==> config.mk <==
export PLATFORM = sky130hd
export DESIGN_NAME = merlin_mtimer
export DESIGN_NICKNAME = d
export VERILOG_FILES = /design/src/rtl/merlin_mtimer.sv
export SDC_FILE = /design/constraint.sdc
export NUM_CORES = 1
export LEC_CHECK = 0
export ABC_AREA = 1
export CORE_MARGIN = 5
export CORE_UTILIZATION = 30
export CTS_CLUSTER_DIAMETER = 150
export DETAILED_ROUTE_END_ITERATION = 16
export PLACE_DENSITY = 0.54
export RECOVER_POWER = 50
export SETUP_SLACK_MARGIN = 0.2
export SLEW_MARGIN = 15
export SYNTH_ARGS = -nofsm -noshare
export SYNTH_HDL_FRONTEND = slang
export SYNTH_SLANG_ARGS = --single-unit
==> constraint.sdc <==
create_clock -name clk_i -period 2.8 [get_ports clk_i]
set_input_delay 0.7 -clock clk_i [delete_from_list [all_inputs] [get_ports clk_i]]
set_output_delay 0.7 -clock clk_i [all_outputs]
set_load 0.1 [all_outputs]
==> src/rtl/merlin_mtimer.sv <==
// merlin_mtimer: RISC-V machine timer on the Merlin data port.
// 64-bit mtime with prescaler, mtimecmp compare, level interrupt.
module merlin_mtimer #(
  parameter logic [15:0] C_PRESCALE = 16'd0
) (
  input  logic        clk_i,
  input  logic        resetn_i,
  output logic        treqready_o,
  input  logic        treqvalid_i,
  input  logic        treqdvalid_i,
  input  logic [31:0] treqaddr_i,
  input  logic [31:0] treqdata_i,
  input  logic        trspready_i,
  output logic        trspvalid_o,
  output logic [31:0] trspdata_o,
  output logic        irq_timer_o
);

  logic [63:0] mtime_q;
  logic [63:0] mtime_d;
  logic [63:0] cmp_q;
  logic [63:0] cmp_d;
  logic [15:0] pre_q;
  logic [15:0] pre_d;
  logic [15:0] pcnt_q;
  logic [15:0] pcnt_d;
  logic        rsp_valid_q;
  logic        rsp_valid_d;
  logic [31:0] rsp_data_q;
  logic [31:0] rsp_data_d;
  logic [31:0] rd_data;
  logic        irq_q;
  logic        accept;
  logic        wr;
  logic        rd;
  logic        tick;
  logic [2:0]  sel;
  logic [7:0]  hit;
  logic        unused_addr;

  assign sel         = treqaddr_i[4:2];
  assign unused_addr = ^{treqaddr_i[31:5], treqaddr_i[1:0]};

  assign treqready_o = ~rsp_valid_q | trspready_i;
  assign accept      = treqvalid_i & treqready_o;
  assign wr          = accept & treqdvalid_i;
  assign rd          = accept & ~treqdvalid_i;
  assign tick        = (pcnt_q == pre_q);
  assign hit         = wr ? (8'd1 << sel) : 8'd0;

  always_comb begin
    rd_data = 32'd0;
    unique case (sel)
      3'd0:    rd_data = mtime_q[31:0];
      3'd1:    rd_data = mtime_q[63:32];
      3'd2:    rd_data = cmp_q[31:0];
      3'd3:    rd_data = cmp_q[63:32];
      3'd4:    rd_data = {16'd0, pre_q};
      default: rd_data = 32'd0;
    endcase
  end

  // A write to an mtime half overrides the tick; the other half
  // keeps its pre-tick value, so no carry crosses halves.
  always_comb begin
    mtime_d = tick ? mtime_q + 64'd1 : mtime_q;
    pcnt_d  = tick ? 16'd0 : pcnt_q + 16'd1;
    cmp_d   = cmp_q;
    pre_d   = pre_q;
    unique case (1'b1)
      hit[0]: mtime_d = {mtime_q[63:32], treqdata_i};
      hit[1]: mtime_d = {treqdata_i, mtime_q[31:0]};
      hit[2]: cmp_d[31:0] = treqdata_i;
      hit[3]: cmp_d[63:32] = treqdata_i;
      hit[4]: begin
        pre_d  = treqdata_i[15:0];
        pcnt_d = 16'd0;
      end
      default: ;
    endcase
  end

  always_comb begin
    rsp_valid_d = rsp_valid_q;
    rsp_data_d  = rsp_data_q;
    if (rd) begin
      rsp_valid_d = 1'b1;
      rsp_data_d  = rd_data;
    end else if (trspready_i) begin
      rsp_valid_d = 1'b0;
    end
  end

  always_ff @(posedge clk_i or negedge resetn_i) begin
    if (!resetn_i) begin
      mtime_q <= 64'd0;
      cmp_q   <= {64{1'b1}};
      pre_q   <= C_PRESCALE;
      pcnt_q  <= 16'd0;
    end else begin
      mtime_q <= mtime_d;
      cmp_q   <= cmp_d;
      pre_q   <= pre_d;
      pcnt_q  <= pcnt_d;
    end
  end

  always_ff @(posedge clk_i or negedge resetn_i) begin
    if (!resetn_i) begin
      rsp_valid_q <= 1'b0;
      rsp_data_q  <= 32'd0;
    end else begin
      rsp_valid_q <= rsp_valid_d;
      rsp_data_q  <= rsp_data_d;
    end
  end

  // Compare of the registered values: one cycle behind the edge
  // that changes mtime or mtimecmp.
  always_ff @(posedge clk_i or negedge resetn_i) begin
    if (!resetn_i) begin
      irq_q <= 1'b0;
    end else begin
      irq_q <= (mtime_q >= cmp_q);
    end
  end

  assign trspvalid_o = rsp_valid_q;
  assign trspdata_o  = rsp_data_q;
  assign irq_timer_o = irq_q;

endmodule

==> flow_summary.yaml <==
synthesis:
  yosys.area_share.simple_pct: 32.3
  syn_nets: 2052
  synth_warnings: 0
  synth_top_area_share_pct: 25.1
  synth-xor-area-share_pct: 1.15
  synth_compound_area_share_pct: 14.2
  syn-instance-count: 1917
  synth_fa_ha_area_share_pct: 6.38
  synth_area_per_cell_sq_um: 6.75
  yosys-mux-area-fraction_pct: 0.0870
  synth_area_sq_mm: 0.0129
  synth_seq_cells: 194
  synth_area_leaders: "dfrtp_1 25%, nand2_1 21%, dfstp_2 13%"
  synth_top_family_by_area: "simple AND/OR/NAND/NOR gates"
  synth.largest_area_cell: "dfrtp_1"
  yosys.cell_types.count: 42
  ys_seq_area_share_pct: 38.1
route:
  ant_nets: 0
  drtIter0Drc: 1024
  detail_route.wl_per_cell_um: 19.0
  num_vias: 13000
  drc: 0
  dr.pass1.iters: 7
  drt_wl_total_um: 49700
  drt-vias-per-instance: 4.98
placement:
  gp_congestion: 0.966
  dp_hpwl_um: 39000
  postPlaceCellArea_sq_mm: 0.0147
  numPlacedInstances: 2575
  io_buffers: 74
  post-place-ws_ns: -0.147
global_routing:
  grt.overflow.total: 0
  antenna_found_initial: 0
  global_route.usage.total_pct: 21.2
  grt_pass1_vias: 12700
  grt_first_pass_wirelength_um: 76900
  grt_max_degree: 56
clock_tree:
  cts_max_level: 4
  cts_tree: "built"
  cts_sinks: 194
  clk_latency_ns: 0.48
  root_buffer: "clkbuf_16"
  holdBufCountCts: 0
  clk_pin_slew_worst_paths_ns: 0.07
  cts_resized: 0
  cts_buffers: 17
  cts_max_path_buffers: 2
power_and_ir_drop:
  peakVddDrop_v: 0.000320
  power.total_w: 0.0101
  p_leak_nw: 6.95
  p_per_area_mw_per_mm2: 669
sta:
  setup_ws_ns: 0.229
  hold_viol_final: 0
  period_needed_ns: 2.57
  slew_violations: 53
  skew_ns: 0.0165
  tightest_slew_ns: 1.63
  setup_violations: 0
  rsz0062_at_grt: "false"
  period_share_pct: 91.8
  max-slew-margin-rel_pct: -8.50
  fmax_mhz: 389
worst_setup_path:
  crit_slowest_cell: "clkdlybuf4s50_1"
  worstPathCellList: "clkdlybuf4s50_1 -> nor2_1 -> nand2_1 -> buf_4 -> inv_1 -> nand2_1 -> o21ai_0 -> o21ai_0 -> buf_4 -> nand2_1"
  arrival_ns: 2.94
  critPathLaunchType: "input port"
  cpMostUsedCell: "nand2_1"
  crit_required_ns: 3.17
  slowest_delay_ns: 0.55
  worstSetupEndpointType: "flip-flop"
  crit_type: "input port to flip-flop"
  critPathMaxFanout: 13
run_status:
  violations: "capacitance limit, slew limit"
  status: "complete, but fails checks"
layout:
  area_delta_synth_final_pct: 17.1
  fill_cells: 4676
  finish.instance_area_sq_mm: 0.0152
  fin_nets: 2145
  layout-drive-gt1-share_pct: 10.3
  fin_cells: 2608
  n_antenna_cell: 0
floorplan:
  die_h_um: 218
  start_util_pct: 30.2
  pin_count: 104
  design.core.area_sq_mm: 0.0429
  dieWidth_um: 218
  die-area_sq_mm: 0.0474
  rows: 76
min_path:
  hold_class: "flip-flop to flip-flop"
flow_run:
  maxCapViolations: 1
registers in the layout, indices dropped and copies added (netlist names):
register / flops
trspvalid_o: 1
cmp_q: 64
trspdata_o: 32
mtime_q: 64
irq_timer_o: 1
pre_q: 16
pcnt_q: 16
stage by stage:
| step | utilization, % | hold slack [ns] | setup TNS (ns) |
|---|---|---|---|
| after floorplan | - | 0.404 | 0 |
| after global placement | 34.2 | 0.468 | -0.144 |
| after detailed placement | 34.2 | 0.470 | -0.199 |
| after CTS | 35.5 | 0.203 | 0 |
| after global routing | 35.3 | 0.505 | 0 |
| final | 35.3 | 0.481 | 0 |
cells by family after synthesis:
group,after synthesis
flops,194
compound gates,338
mux,1
fa+ha+maj,66
buf+inv,250
xor+xnor,17
simple gates,1051
cells in the final DEF (no fill, tap or decap), types with 7 or more instances in the layout:
cell type,synthesis,routed
clkdlybuf4s50_1,0,38
nor3_1,15,15
buf_12,0,12
o21ai_0,177,177
dfrtp_1,130,129
inv_1,184,184
ha_1,66,66
clkbuf_16,0,17
o211ai_1,7,7
nor2_1,230,228
clkbuf_1,35,17
nor2_2,8,9
a21oi_1,77,77
nand2_1,723,723
o221ai_1,11,11
buf_4,4,66
o21ai_1,17,17
nand3_1,32,32
dfstp_2,64,64
xor2_1,14,14
o22ai_1,32,32
nand4_1,17,17
synth_stat cells, drive strengths merged:
library cell,number
nor3,17
nor3b,3
a22oi,1
xor2,14
a21o,2
a21oi,77
clkbuf,35
nand4,17
o2111ai,6
nor2,240
nand3,34
clkinv,1
o21bai,5
dfrtp,130
ha,66
or2,9
o221ai,11
o211ai,7
o21a,2
o41ai,1
o22ai,32
o21ai,194
xnor2,3
buf,24
dfstp,64
nand2,729
inv,190
mux2,1
nand3b,2
cell type report:
class / instances / area (sq um) / area share (%)
clock buffers: 22 / 474 / 3.13
clock inverters: 10 / 100 / 0.660
inverters: 191 / 718 / 4.74
multi-input cells: 1473 / 7010 / 46.3
flip-flops and latches: 194 / 4940 / 32.6
well taps: 585 / 732 / 4.83
repair buffers: 133 / 1180 / 7.80
worst max-delay path: cells and delay by family:
kind | cells | cell delay (ns)
buffers and inverters | 4 | 1.29
AOI/OAI and AO/OA | 2 | 0.53
and+or+nand+nor | 4 | 0.40
report_power, final:
part / internal [W] / switching, W / total, W
Sequential: 0.00357 / 0.000541 / 0.00411
Clock: 0.00130 / 0.00119 / 0.00250
Combinational: 0.00109 / 0.00244 / 0.00353
Total: 0.00596 / 0.00418 / 0.0101
repair_timing:
item                                   in CTS  in global routing
setup buffers                               0                  1
endpoints found under the hold margin       0                  0
setup endpoints to repair                   0                  1
layer usage:
layer | vias to the layer above | wire, um | global-route usage, %
met5 | - | 0 | 0
met4 | 0 | 798 | 5.29
met3 | 53 | 2910 | 3.78
met2 | 381 | 22200 | 33.2
met1 | 6229 | 23800 | 30.3
li1 | 6328 | - | -
path summary, 6_finish.rpt:
| path | start | endpoint | slack [ns] | depth (start not counted) |
|---|---|---|---|---|
| max in group asynchronous | resetn_i | mtime_q[2] | 0.67 | 2 |
| min in group asynchronous | resetn_i | pre_q[4] | 0.64 | 1 |
| min | trspdata_o[23] | trspdata_o[23] | 0.48 | 2 |
| max reg2reg | mtime_q[5] | mtime_q[39] | 0.39 | 9 |
| min reg2reg | trspdata_o[23] | trspdata_o[23] | 0.48 | 2 |
| max | treqaddr_i[3] | trspdata_o[31] | 0.23 | 10 |
Note: power is estimated with default switching activity, not from simulation.
